$ cat src/rtl/pipe_exe_muldiv.sv
// pipe_exe_muldiv: iterative EXE-stage multiply/divide unit owning HI/LO; stalls the pipe while busy.
// Define MULDIV_FAST_MULT_EN for single-cycle multiply through a combinational multiplier.
module pipe_exe_muldiv #(
    parameter int WIDTH = 32
) (
    input  logic             Clk,
    input  logic             Clrn,
    input  logic             Start,
    input  logic [1:0]       Mdop,
    input  logic [WIDTH-1:0] E_qa,
    input  logic [WIDTH-1:0] E_qb,
    input  logic             Mthi,
    input  logic             Mtlo,
    input  logic             Flush,
    output logic             Busy,
    output logic             Stall,
    output logic             Done,
    output logic [WIDTH-1:0] Hi,
    output logic [WIDTH-1:0] Lo
);
    localparam int CW = $clog2(WIDTH);
    typedef enum logic {IDLE, BUSY} state_t;
    state_t               state_q;
    logic [CW-1:0]        cnt_q;
    logic                 div_q, qneg_q, rneg_q, dz_q, done_q;
    logic [WIDTH-1:0]     m_q, a_q, hi_q, lo_q;
    logic [2*WIDTH-1:0]   acc_q, acc_d, mul_d, div_d, prod;
    logic [WIDTH:0]       diff;
    logic [WIDTH-1:0]     a_mag, b_mag, quo, rem, hi_d, lo_d;
    logic                 a_neg, b_neg, last;
    assign a_neg = ~Mdop[0] & E_qa[WIDTH-1];
    assign b_neg = ~Mdop[0] & E_qb[WIDTH-1];
    assign a_mag = a_neg ? -E_qa : E_qa;
    assign b_mag = b_neg ? -E_qb : E_qb;
`ifdef MULDIV_FAST_MULT_EN
    assign mul_d = {{WIDTH{1'b0}}, m_q} * {{WIDTH{1'b0}}, acc_q[WIDTH-1:0]};
    assign last  = !div_q || cnt_q == CW'(WIDTH - 1);
`else
    logic [WIDTH:0] sum;
    // acc holds {partial product, remaining multiplier bits}, shifted right each step
    assign sum   = {1'b0, acc_q[2*WIDTH-1:WIDTH]} + {1'b0, acc_q[0] ? m_q : {WIDTH{1'b0}}};
    assign mul_d = {sum, acc_q[WIDTH-1:1]};
    assign last  = cnt_q == CW'(WIDTH - 1);
`endif
    // acc holds {partial remainder, remaining dividend bits / quotient bits}
    assign diff  = acc_q[2*WIDTH-1:WIDTH-1] - {1'b0, m_q};
    assign div_d = diff[WIDTH] ? {acc_q[2*WIDTH-2:0], 1'b0}
                               : {diff[WIDTH-1:0], acc_q[WIDTH-2:0], 1'b1};
    assign acc_d = div_q ? div_d : mul_d;
    assign prod  = qneg_q ? -acc_d : acc_d;
    assign quo   = acc_d[WIDTH-1:0];
    assign rem   = acc_d[2*WIDTH-1:WIDTH];
    assign hi_d  = !div_q ? prod[2*WIDTH-1:WIDTH] : dz_q ? a_q : rneg_q ? -rem : rem;
    assign lo_d  = !div_q ? prod[WIDTH-1:0] : dz_q ? {WIDTH{1'b1}} : qneg_q ? -quo : quo;
    always_ff @(posedge Clk or negedge Clrn) begin
        if (!Clrn) begin
            state_q <= IDLE;
            cnt_q   <= '0;
            div_q   <= 1'b0;
            qneg_q  <= 1'b0;
            rneg_q  <= 1'b0;
            dz_q    <= 1'b0;
            done_q  <= 1'b0;
            m_q     <= '0;
            a_q     <= '0;
            acc_q   <= '0;
            hi_q    <= '0;
            lo_q    <= '0;
        end else begin
            done_q <= 1'b0;
            if (state_q == IDLE) begin
                if (Start && !Flush) begin
                    state_q <= BUSY;
                    cnt_q   <= '0;
                    div_q   <= Mdop[1];
                    qneg_q  <= a_neg ^ b_neg;
                    rneg_q  <= a_neg;
                    dz_q    <= E_qb == '0;
                    a_q     <= E_qa;
                    m_q     <= Mdop[1] ? b_mag : a_mag;
                    acc_q   <= {{WIDTH{1'b0}}, Mdop[1] ? a_mag : b_mag};
                end else if (!Start) begin
                    if (Mthi) hi_q <= E_qa;
                    if (Mtlo) lo_q <= E_qa;
                end
            end else if (Flush) begin
                state_q <= IDLE;
            end else begin
                acc_q <= acc_d;
                cnt_q <= cnt_q + 1'b1;
                if (last) begin
                    state_q <= IDLE;
                    hi_q    <= hi_d;
                    lo_q    <= lo_d;
                    done_q  <= 1'b1;
                end
            end
        end
    end
    assign Busy  = state_q == BUSY;
    assign Stall = Busy | Start;
    assign Done  = done_q;
    assign Hi    = hi_q;
    assign Lo    = lo_q;
endmodule

$ cat config.mk
export PLATFORM = sky130hd
export DESIGN_NAME = pipe_exe_muldiv
export DESIGN_NICKNAME = d
export VERILOG_FILES = /design/src/rtl/pipe_exe_muldiv.sv
export SDC_FILE = /design/constraint.sdc
export NUM_CORES = 1
export LEC_CHECK = 0
export CAP_MARGIN = 10
export CORE_ASPECT_RATIO = 2
export CORE_UTILIZATION = 65
export CTS_CLUSTER_SIZE = 30
export DETAILED_ROUTE_END_ITERATION = 12
export GPL_TIMING_DRIVEN = 0
export PLACE_DENSITY = 0.95
export SLEW_MARGIN = 20
export SYNTH_ARGS = -nofsm -noshare
export SYNTH_HDL_FRONTEND = slang
export SYNTH_SLANG_ARGS = --single-unit
$ cat constraint.sdc
create_clock -name Clk -period 12.2 [get_ports Clk]
set_input_delay 1.83 -clock Clk [delete_from_list [all_inputs] [get_ports Clk]]
set_output_delay 1.83 -clock Clk [all_outputs]
set_load 0.05 [all_outputs]
==> metrics.cfg, run 1 <==
[outcome]
status = did not finish
failed_stage = global routing (5_1_grt)
error = [ERROR GRT-0116] Global routing finished with congestion. Check the congestion regions in the DRC Viewer.

[placed_design]
hpwl_mm = 67.4
place_ws_ns = 3.89
portBuffers = 129
place.gp.congestion = 1.30

[floorplan]
row_count = 87
start_util_pct = 66.4
die_w_um = 122
top_level_ports = 139
dieHeight_um = 242

[synth]
post-synth-top-count-cell = nand2_1
avgSynthCellArea_um2 = 7.65
netlist_top_cells_count = nand2_1 (311), o21ai_0 (283), dfrtp_1 (203)
ys_async_sr_fraction_pct = 100
netlist.area_leader.share_pct = 27.2
syn_inst = 2445
yosys.area.top_type = dfrtp_1
synth_area_leaders = dfrtp_1 (27%), o21ai_0 (7.6%), nand2_1 (6.2%)
synth-edff-count = 0
synth_fp_nets = 2589
ys_ff_latch = 203
synth-seq-area-share_pct = 27.2
syn-cell-area_um2 = 18700
ys_types = 101
ys_warn_count = 0
ys.flop_type = dfrtp_1

[grt]
grtUsageTotal_pct = 76.9
grt_overflow = 470
grt_pass1_vias = 25700
grt_max_degree = 103
grt_pass1_wl_mm = 173

[cts]
post_cts_buffers = 0
cts-htree-levels = 1
cts_hold_buf = 0
ctsLongestPathBuffers = 3
ctsResizeCount = 0
clock-sinks = 203
cts_buffers = 19
root_buffer = clkbuf_16

==> through the flow <==
stage               instances  util [%]  cell area (µm²)  hold WS (ns)
floorplan                2445         -            18700         0.449
global placement         2930      72.5            20400         0.466
detailed placement       2932      72.7            20500         0.465
CTS                      2965      74.9            21100         0.492
==> layer usage <==
| metal | overflow | global-route usage, % |
|---|---|---|
| met1 | 5 | 74.5 |
| met2 | 313 | 94.5 |
| met3 | 9 | 60.9 |
| met4 | 142 | 79.5 |
| met5 | 1 | 27.6 |
==> logic make-up after synthesis <==
kind of cell               Yosys count  synth area share (%)
and+or+nand+nor                    831                  21.3
muxes                               94                  5.37
adders and majority gates           72                  4.90
AOI/OAI and AO/OA                  843                  28.5
DFF                                203                  27.2
buffers and inverters              232                  4.86
xor gates and xnor gates           170                  7.96
==> run 2, diff against run 1 <==
--- a/config.mk
+++ b/config.mk
@@ -6,12 +6,10 @@
 export NUM_CORES = 1
 export LEC_CHECK = 0
 export CAP_MARGIN = 10
-export CORE_ASPECT_RATIO = 2
-export CORE_UTILIZATION = 65
-export CTS_CLUSTER_SIZE = 30
+export CORE_UTILIZATION = 40
 export DETAILED_ROUTE_END_ITERATION = 12
 export GPL_TIMING_DRIVEN = 0
-export PLACE_DENSITY = 0.95
+export PLACE_DENSITY_LB_ADDON = 0.15
 export SLEW_MARGIN = 20
 export SYNTH_ARGS = -nofsm -noshare
 export SYNTH_HDL_FRONTEND = slang
==> metrics.cfg, run 2 <==
[final_layout]
antenna_cells = 0
drive_gt1_share_pct = 5.73
seqCellArea_um2 = 5080
design.final.nets = 2747
fill_cells = 4663
largest_reg_flops = 64
mostFrequentLayoutCells = nand2_1 (311), o21ai_0 (283), dfrtp_1 (203), a21oi_1 (197), nor2_1 (194)
layout_commonest_cell = nand2_1
multi_input_area_um2 = 12700
areaGrowthSynthToFinish_pct = 15.7
top_register = acc_q
finalNonFillerCells = 3219

[grt]
grtUsageTotal_pct = 35.3
antenna_found_initial = 4
grt_pass1_wl_mm = 125
grt_max_degree = 96
grt_overflow = 0
grt_pass1_vias = 19600

[timing]
min_period_ns = 8.79
finalSetupTns_ns = 0
hold_viol = 0
drv_slew = 0
slew_headroom_pct = 30.8
worstMarginPinSlew_ns = 1.04
rsz0062_at_grt = false
max_freq_ghz = 0.114
finClkSkew_ns = 0.0294
min_period_over_period_pct = 72.0
setup_violations = 0

[synth]
yosys.area.top_type = dfrtp_1
ys.flop_type = dfrtp_1
ys_async_sr_fraction_pct = 100  ; unchanged
synth_fp_nets = 2589  ; unchanged
synth-edff-count = 0  ; unchanged
avgSynthCellArea_um2 = 7.65  ; unchanged
ys_warn_count = 0  ; unchanged
synth-seq-area-share_pct = 27.2  ; unchanged
ys_ff_latch = 203  ; unchanged
post-synth-top-count-cell = nand2_1
netlist.area_leader.share_pct = 27.2  ; unchanged
netlist_top_cells_count = nand2_1 (311), o21ai_0 (283), dfrtp_1 (203)
synth_area_leaders = dfrtp_1 (27%), o21ai_0 (7.6%), nand2_1 (6.2%)
syn_inst = 2445  ; unchanged
syn-cell-area_um2 = 18700  ; unchanged
ys_types = 101  ; unchanged

[cts]
post_cts_buffers = 0  ; unchanged
root_buffer = clkbuf_16
clock-sinks = 203  ; unchanged
insertion_delay_ns = 0.57
cts_tree = yes
cts-htree-levels = 1  ; unchanged
ctsResizeCount = 0  ; unchanged
ctsLongestPathBuffers = 3  ; unchanged
cts_hold_buf = 0  ; unchanged
clk_pin_slew_worst_paths_ns = 0.06
cts_buffers = 25  ; +6

[detailed_routing]
first_pass_iters = 6
ant_nets = 0
post-route-drc-count = 0
via_per_inst = 6.38
drt-initial-drc-count = 2323
drt_wl_total_mm = 85.9
vias = 20500
route.detailed.wl_per_inst_um = 26.7

[pwr]
vdd_drop_max_uv = 132
p_leak_nw = 8.78
power_density_nw_per_um2 = 220

[critical_path]
endpoint = Hi[22]
worst_setup_path_start_kind = flop
reg2reg_depth = 24
r2r_start = div_q
reg2reg_setup_slack_ns = 3.41
critical_path_class = flop to flop
cp-end-kind = flop
worst_ep_arrival_time_ns = 9.27
required_ns = 12.68
r2r_end = Hi[22]
path_max_fanout = 10
cp-startpoint = div_q

[placed_design]
place.gp.congestion = 1.02  ; -21%
hpwl_mm = 69.5  ; +3.1%
dp_cells = 3176  ; +8.3%
portBuffers = 129  ; unchanged

[floorplan]
row_count = 78  ; -10%
start_util_pct = 40.9  ; -25 points
dieArea_um2 = 47600
dieHeight_um = 218  ; -9.8%
top_level_ports = 139  ; unchanged
core_region_area_um2 = 45800
die_w_um = 218  ; +79%

[worst_hold_path]
holdCritPathClass = flop to flop

[outcome]
status = completed

[flow_run]
max-cap-violations = 0

==> run 2: cell counts after synthesis <==
No cell type changed its count.
==> run 2: kinds of logic (layout without fill, tap and decap cells) <==
| kind of cell | after synthesis | count (layout) | share of synthesized area, % |
|---|---|---|---|
| and+or+nand+nor | 831 | 831 | 21.3 |
| buffers and inverters | 232 | 406 | 4.86 |
| AOI/OAI and AO/OA | 843 | 843 | 28.5 |
| xor gates and xnor gates | 170 | 170 | 7.96 |
| muxes | 94 | 94 | 5.37 |
| adders and majority gates | 72 | 72 | 4.90 |
| DFF | 203 | 203 | 27.2 |
==> run 2: cell type report <==
type | instances | area share, %
inverter | 79 | 1.37
clock buffer | 33 | 3.21
tap | 600 | 3.47
buffer | 153 | 2.83
clock inverter | 10 | 0.647
timing repair buffer | 131 | 6.24
sequential | 203 | 23.5
multi-input combinational | 2010 | 58.8
==> run 2: worst min-delay path by stage <==
stage	from	end	slack, ns	depth (start not counted)
finish	Hi[22]	Hi[22]	0.48	1
global route	Hi[17]	Hi[17]	0.50	1
CTS	Lo[30]	Lo[30]	0.48	2
detailed placement	Lo[30]	Lo[30]	0.47	2
global placement	Hi[17]	Hi[17]	0.46	1
floorplan	cnt_q[3]	cnt_q[3]	0.45	1
==> run 2: critical path: stages (launching register included) <==
cell and delay [ns]:
dfrtp_1 0.32, clkbuf_1 0.45, buf_2 0.40, buf_2 0.41
clkbuf_1 0.58, clkbuf_1 0.51, buf_1 0.54, buf_2 0.55
buf_1 0.83, buf_1 0.64, a21o_1 0.33, inv_1 0.07
ha_1 0.21, o211ai_1 0.17, or2_2 0.21, or2_2 0.13
nand2b_1 0.14, nand3b_1 0.32, or2_1 0.16, clkbuf_1 0.47
o21ai_1 0.25, a21boi_0 0.19, xor2_1 0.18, a221oi_1 0.46
a21o_1 0.13
==> run 2: metal layers <==
metal / track usage (%) / routed length, µm
met2: 56.1 / 38800
met3: 6.83 / 7980
met1: 45.9 / 34500
met4: 17.0 / 4540
met5: 0 / 54
==> run 2: where the power goes <==
| part | internal (mW) | switching (mW) |
|---|---|---|
| clock | 0.463 | 0.315 |
| combinational | 0.981 | 2.01 |
| sequential | 0.817 | 0.183 |
==> run 2: metrics by stage <==
stage	setup slack, ns	total power [mW]	util, %	instance area [µm²]	hold WS (ns)
after floorplan	6.88	2.89	-	18700	0.449
after global placement	0.445	3.87	45.3	20800	0.464
after detailed placement	4.02	3.90	45.5	20800	0.470
after CTS	3.95	4.68	47.3	21600	0.484
after global routing	3.40	4.98	47.3	21600	0.497
final	3.41	4.77	47.3	21600	0.476
(Power assumes the default switching activity.)
